[src/rtl/axi_rd_arbiter.sv]
// axi_rd_arbiter: round-robin scheduler of inst/data SRAM-style reads onto one AXI AR channel,
// with per-ID outstanding tracking, R-beat routing and read-after-write hold on data reads.
module axi_rd_arbiter #(
  parameter int MAX_OUTS = 2,
  parameter int ADDR_W = 32
) (
  input  logic              aclk,
  input  logic              aresetn,
  input  logic              inst_req,
  input  logic [ADDR_W-1:0] inst_addr,
  input  logic [1:0]        inst_size,
  output logic              inst_addr_ok,
  output logic              inst_data_ok,
  output logic [31:0]       inst_rdata,
  input  logic              data_req,
  input  logic [ADDR_W-1:0] data_addr,
  input  logic [1:0]        data_size,
  output logic              data_addr_ok,
  output logic              data_data_ok,
  output logic [31:0]       data_rdata,
  input  logic              wr_pend_valid,
  input  logic [ADDR_W-1:0] wr_pend_addr,
  output logic [3:0]        arid,
  output logic [ADDR_W-1:0] araddr,
  output logic [7:0]        arlen,
  output logic [2:0]        arsize,
  output logic [1:0]        arburst,
  output logic [1:0]        arlock,
  output logic [3:0]        arcache,
  output logic [2:0]        arprot,
  output logic              arvalid,
  input  logic              arready,
  input  logic [3:0]        rid,
  input  logic [31:0]       rdata,
  input  logic              rvalid,
  output logic              rready,
  output logic              err_rid
);
  typedef enum logic {IDLE, AR_WAIT} state_t;
  state_t state;
  logic [2:0] cnt0, cnt1;
  logic rr, open, hazard, inst_el, data_el, gnt_i, gnt_d, hit0, hit1, unused_ok;
  assign unused_ok = ^wr_pend_addr[1:0];
  assign open = state == IDLE || (state == AR_WAIT && arready);
  // hazard is judged on word address only
  assign hazard = wr_pend_valid && data_addr[ADDR_W-1:2] == wr_pend_addr[ADDR_W-1:2];
  assign inst_el = inst_req && cnt0 < 3'(MAX_OUTS);
  assign data_el = data_req && cnt1 < 3'(MAX_OUTS) && !hazard;
  // rr=0 prefers inst, rr=1 prefers data
  assign gnt_i = open && inst_el && (!data_el || !rr);
  assign gnt_d = open && data_el && (!inst_el || rr);
  assign inst_addr_ok = gnt_i;
  assign data_addr_ok = gnt_d;
  assign hit0 = rvalid && rid == 4'd0 && cnt0 != 3'd0;
  assign hit1 = rvalid && rid == 4'd1 && cnt1 != 3'd0;
  assign inst_data_ok = hit0;
  assign data_data_ok = hit1;
  assign inst_rdata = rdata;
  assign data_rdata = rdata;
  assign arlen = 8'd0;
  assign arburst = 2'b01;
  assign arlock = 2'b00;
  assign arcache = 4'd0;
  assign arprot = 3'd0;
  assign rready = 1'b1;
  always_ff @(posedge aclk) begin
    if (!aresetn) begin
      state <= IDLE;
      arvalid <= 1'b0;
      arid <= 4'd0;
      araddr <= '0;
      arsize <= 3'd0;
      cnt0 <= 3'd0;
      cnt1 <= 3'd0;
      rr <= 1'b0;
      err_rid <= 1'b0;
    end else begin
      if (gnt_i || gnt_d) begin
        state <= AR_WAIT;
        arvalid <= 1'b1;
        arid <= gnt_d ? 4'd1 : 4'd0;
        araddr <= gnt_d ? data_addr : inst_addr;
        arsize <= {1'b0, gnt_d ? data_size : inst_size};
        rr <= gnt_i;
      end else if (state == AR_WAIT && arready) begin
        state <= IDLE;
        arvalid <= 1'b0;
      end
      cnt0 <= cnt0 + {2'b0, gnt_i} - {2'b0, hit0};
      cnt1 <= cnt1 + {2'b0, gnt_d} - {2'b0, hit1};
      if (rvalid && !hit0 && !hit1) err_rid <= 1'b1;
    end
  end
endmodule

[config.mk]
export PLATFORM = sky130hd
export DESIGN_NAME = axi_rd_arbiter
export DESIGN_NICKNAME = d
export VERILOG_FILES = /design/src/rtl/axi_rd_arbiter.sv
export SDC_FILE = /design/constraint.sdc
export NUM_CORES = 1
export LEC_CHECK = 0
export CORE_AREA = 2 2 105 107
export CTS_CLUSTER_SIZE = 25
export DETAILED_ROUTE_END_ITERATION = 8
export DIE_AREA = 0 0 107 109
export PLACE_DENSITY_LB_ADDON = 0.08
export SLEW_MARGIN = 25
export SYNTH_ARGS = -nofsm -noshare
export SYNTH_HDL_FRONTEND = slang
export SYNTH_SLANG_ARGS = --single-unit
export TNS_END_PERCENT = 10
[constraint.sdc]
create_clock -name aclk -period 3.7 [get_ports aclk]
set_clock_uncertainty 0.2 [all_clocks]
set_input_delay 0.74 -clock aclk [delete_from_list [all_inputs] [get_ports aclk]]
set_output_delay 0.74 -clock aclk [all_outputs]
set_load 0.01 [all_outputs]
==> results.cfg <==
[worst_setup_path]
worst_setup_path_endpoint = inst_addr_ok
worstReg2RegEnd = cnt1[2]
ff2ff_path_depth = 11
rr_startpoint = cnt0[1]
worstPathArrival_ns = 2.66
timing.critical_path.from_type = input pin
cp.required_ns = 2.76
criticalPathCategory = input pin to primary output
crit_path_start = wr_pend_addr[31]
worstPathMaxFanout = 2
endpoint_kind = primary output
r2r_slack_ns = 1.33

[cts]
cts.root.buffer_cell = sky130_fd_sc_hd__clkbuf_8
clk-insertion-delay-late_ns = 0.30
ctsHtreeMaxLevel = 2
tritoncts_clock_tree = done
tritoncts.num_buffers = 5
clockBufferDepth = 2
clkSlewWorstSetupHoldPaths_ns = 0.09
cts_num_sinks = 44

[outcome]
run_status = finished, final reports clean

[grt]
pin_count_of_the_biggest_net_entering_global_routing = 45
track_usage_pct = 18.1
first_pass_grt_wire_length_um = 16400
antenna_found_initial = 0
first_global_vias = 3009
global_route.overflow_total = 0

[cells_and_area]
final_util_pct = 43.2
drive_gt1_share_pct = 11.1
antenna_cells_inserted = 0
layout_commonest_cell = sky130_fd_sc_hd__clkdlybuf4s50_1
layout_common_cells = sky130_fd_sc_hd__clkdlybuf4s50_1 (128), sky130_fd_sc_hd__dfxtp_1 (44), sky130_fd_sc_hd__o21ai_0 (36), sky130_fd_sc_hd__o31ai_1 (35), sky130_fd_sc_hd__nand3_1 (35)
area_delta_synth_final_pct = 44.0
fin_nets = 635
fillerInstances = 1083

[timing]
hold_ws_ns = 0.297
final-max-slew-violation-count = 0
maxClockFrequency_ghz = 0.278
period_share_pct = 97.3
report.final.setup_viol = 0
fin_crit_ns = 3.60
layout_setup_ws_ns = 0.101
worst_slew_pin_slew_ns = 0.892
grt_setup_unrepaired = yes
slew-limit-headroom_pct = 40.5
hold_vio_cnt_final = 0

[floorplan]
ios = 272
floorplan.die.height_um = 109
design.die.area_um2 = 11700
core-area_um2 = 10600
row_count = 38
die-width_um = 107
initial_utilization_pct = 30.0

[logic_synthesis]
syn-instance-count = 388
sequential_cell_area_fraction_in_the_yosys_report_pct = 27.7
synthTopCellsByArea = sky130_fd_sc_hd__dfxtp_1 (28%), sky130_fd_sc_hd__buf_4 (21%), sky130_fd_sc_hd__o31ai_1 (8.3%), sky130_fd_sc_hd__a31oi_1 (6.7%), sky130_fd_sc_hd__o21ai_0 (5.7%)
synth_cell_types = 34
yosys_warnings = 0
synth_seq_cells = 44
syn_area_per_cell_um2 = 8.20
yosysTopAreaCellShare_pct = 27.7
post_synth_instance_area_um2 = 3180
synth_top_cell_by_area = sky130_fd_sc_hd__dfxtp_1

[power]
powerDensity_nw_per_um2 = 550
overall_power_of_the_completed_layout_w = 0.00252
p_leak_nw = 1.78
power.ir.vdd_worst_v = 0.000342

[detailed_routing]
routed_via_density = 4.97
drt_pre_antenna_iters = 4
final_antenna_net_count = 0
drt_iter0_drc = 118
drt_drc_violations_left = 0
detail_route.wl_per_cell_um = 17.5
wirelength_um = 11000
num_vias = 3106

[placed_design]
place.port_buffers = 149
dp_slack_ns = -0.553
dpl.hpwl_um = 7710
gp_congestion = 0.720

[flow_run]
max_cap_violations = 0

[worst_hold_path]
worstHoldPathType = flop to flop
repair_timing:
action | 4_1_cts | 5_1_grt
pin swaps | 9 | 10
endpoints found under the setup margin | 3 | 2
hold buffers | 0 | 0
endpoints found under the hold margin | 0 | 0
gates resized for setup | 22 | 11
setup buffers | 1 | 1
synth_stat cells:
library cell,instances
sky130_fd_sc_hd__fa_1,2
sky130_fd_sc_hd__or4_4,1
sky130_fd_sc_hd__nand2_1,2
sky130_fd_sc_hd__and2_1,6
sky130_fd_sc_hd__conb_1,2
sky130_fd_sc_hd__nand3_1,35
sky130_fd_sc_hd__xor2_1,15
sky130_fd_sc_hd__a21oi_1,1
sky130_fd_sc_hd__nand4_1,5
sky130_fd_sc_hd__dfxtp_1,44
sky130_fd_sc_hd__nor2b_1,2
sky130_fd_sc_hd__inv_1,11
sky130_fd_sc_hd__nor4_1,3
sky130_fd_sc_hd__clkbuf_1,20
sky130_fd_sc_hd__ha_1,6
sky130_fd_sc_hd__xnor2_1,17
sky130_fd_sc_hd__nor4b_1,1
sky130_fd_sc_hd__a21boi_0,2
sky130_fd_sc_hd__o21ai_0,36
sky130_fd_sc_hd__a31oi_1,34
sky130_fd_sc_hd__o211ai_4,1
sky130_fd_sc_hd__o2111ai_2,1
sky130_fd_sc_hd__o311a_1,1
sky130_fd_sc_hd__buf_2,6
sky130_fd_sc_hd__or2_1,1
sky130_fd_sc_hd__nor3_1,1
sky130_fd_sc_hd__nand2b_1,1
sky130_fd_sc_hd__o21ai_1,1
sky130_fd_sc_hd__o2111a_1,1
sky130_fd_sc_hd__nor2_1,3
sky130_fd_sc_hd__o31ai_1,35
sky130_fd_sc_hd__o31a_1,1
sky130_fd_sc_hd__buf_4,89
sky130_fd_sc_hd__inv_2,1
worst min-delay path by stage:
stage	startpoint	endpoint	depth (start not counted)
3_5_place_dp	err_rid	err_rid	2
4_1_cts	arid[0]	arid[0]	2
2_1_floorplan	rr	rr	2
6_report	araddr[10]	araddr[10]	2
3_3_place_gp	arid[0]	arid[0]	2
5_1_grt	err_rid	err_rid	2
worst max-delay path, cell delays in order:
cell	delay (ns)
sky130_fd_sc_hd__clkdlybuf4s50_1	0.48
sky130_fd_sc_hd__xnor2_1	0.12
sky130_fd_sc_hd__nand4_1	0.15
sky130_fd_sc_hd__or4_4	0.57
sky130_fd_sc_hd__buf_6	0.14
sky130_fd_sc_hd__o2111ai_4	0.19
sky130_fd_sc_hd__nand2_2	0.08
sky130_fd_sc_hd__inv_2	0.08
sky130_fd_sc_hd__buf_6	0.10
layer usage:
layer  global-route usage, %  share of wire [%]
met4                    4.55                1.8
met2                    29.3                 46
met3                    4.24                7.7
met1                    24.5                 44
met5                       0                  0
metrics by stage:
| stage | std cells | setup TNS [ns] | instance area [µm²] |
|---|---|---|---|
| 6_report | 625 | 0 | 4580 |
| 4_1_cts | 624 | -0.00612 | 4550 |
| 3_5_place_dp | 615 | -1.98 | 4430 |
| 5_1_grt | 625 | -0.00496 | 4580 |
| 2_1_floorplan | 410 | 0 | 3260 |
| 3_3_place_gp | 615 | -1.90 | 4430 |
kinds of logic (layout without fill, tap and decap cells):
kind of cell / count (synthesis) / after routing / synth area share, %
AOI/OAI and AO/OA: 114 / 114 / 23.5
xor gates and xnor gates: 32 / 32 / 8.81
adders and majority gates: 8 / 8 / 3.62
buffers and inverters: 127 / 202 / 25.7
DFF: 44 / 44 / 27.7
other: 2 / 24 / 0.236
and+or+nand+nor: 61 / 61 / 10.4
area by class of cell:
class	count	area, µm²	share of cell area (%)
Clock inverter	2	35.0	0.765
Clock buffer	6	72.6	1.58
Sequential cell	44	881	19.2
Timing Repair Buffer	182	1750	38.3
Tap cell	140	175	3.82
Multi-Input combinational cell	239	1620	35.3
Inverter	12	45.0	0.983
sequential cells by signal (all words and copies together) (netlist names):
register,cells
err_rid,1
arid,1
rr,1
state,1
arsize,2
cnt0,3
araddr,32
cnt1,3
power breakdown:
part | switching (W) | leakage [nW] | internal, W
clock network | 0.000177 | 0.0552 | 0.000201
logic | 0.000757 | 1.36 | 0.000649
registers | 0.0000900 | 0.364 | 0.000647
total | 0.00102 | 1.78 | 0.00150
No activity file was read; power rests on OpenSTA's default activity.
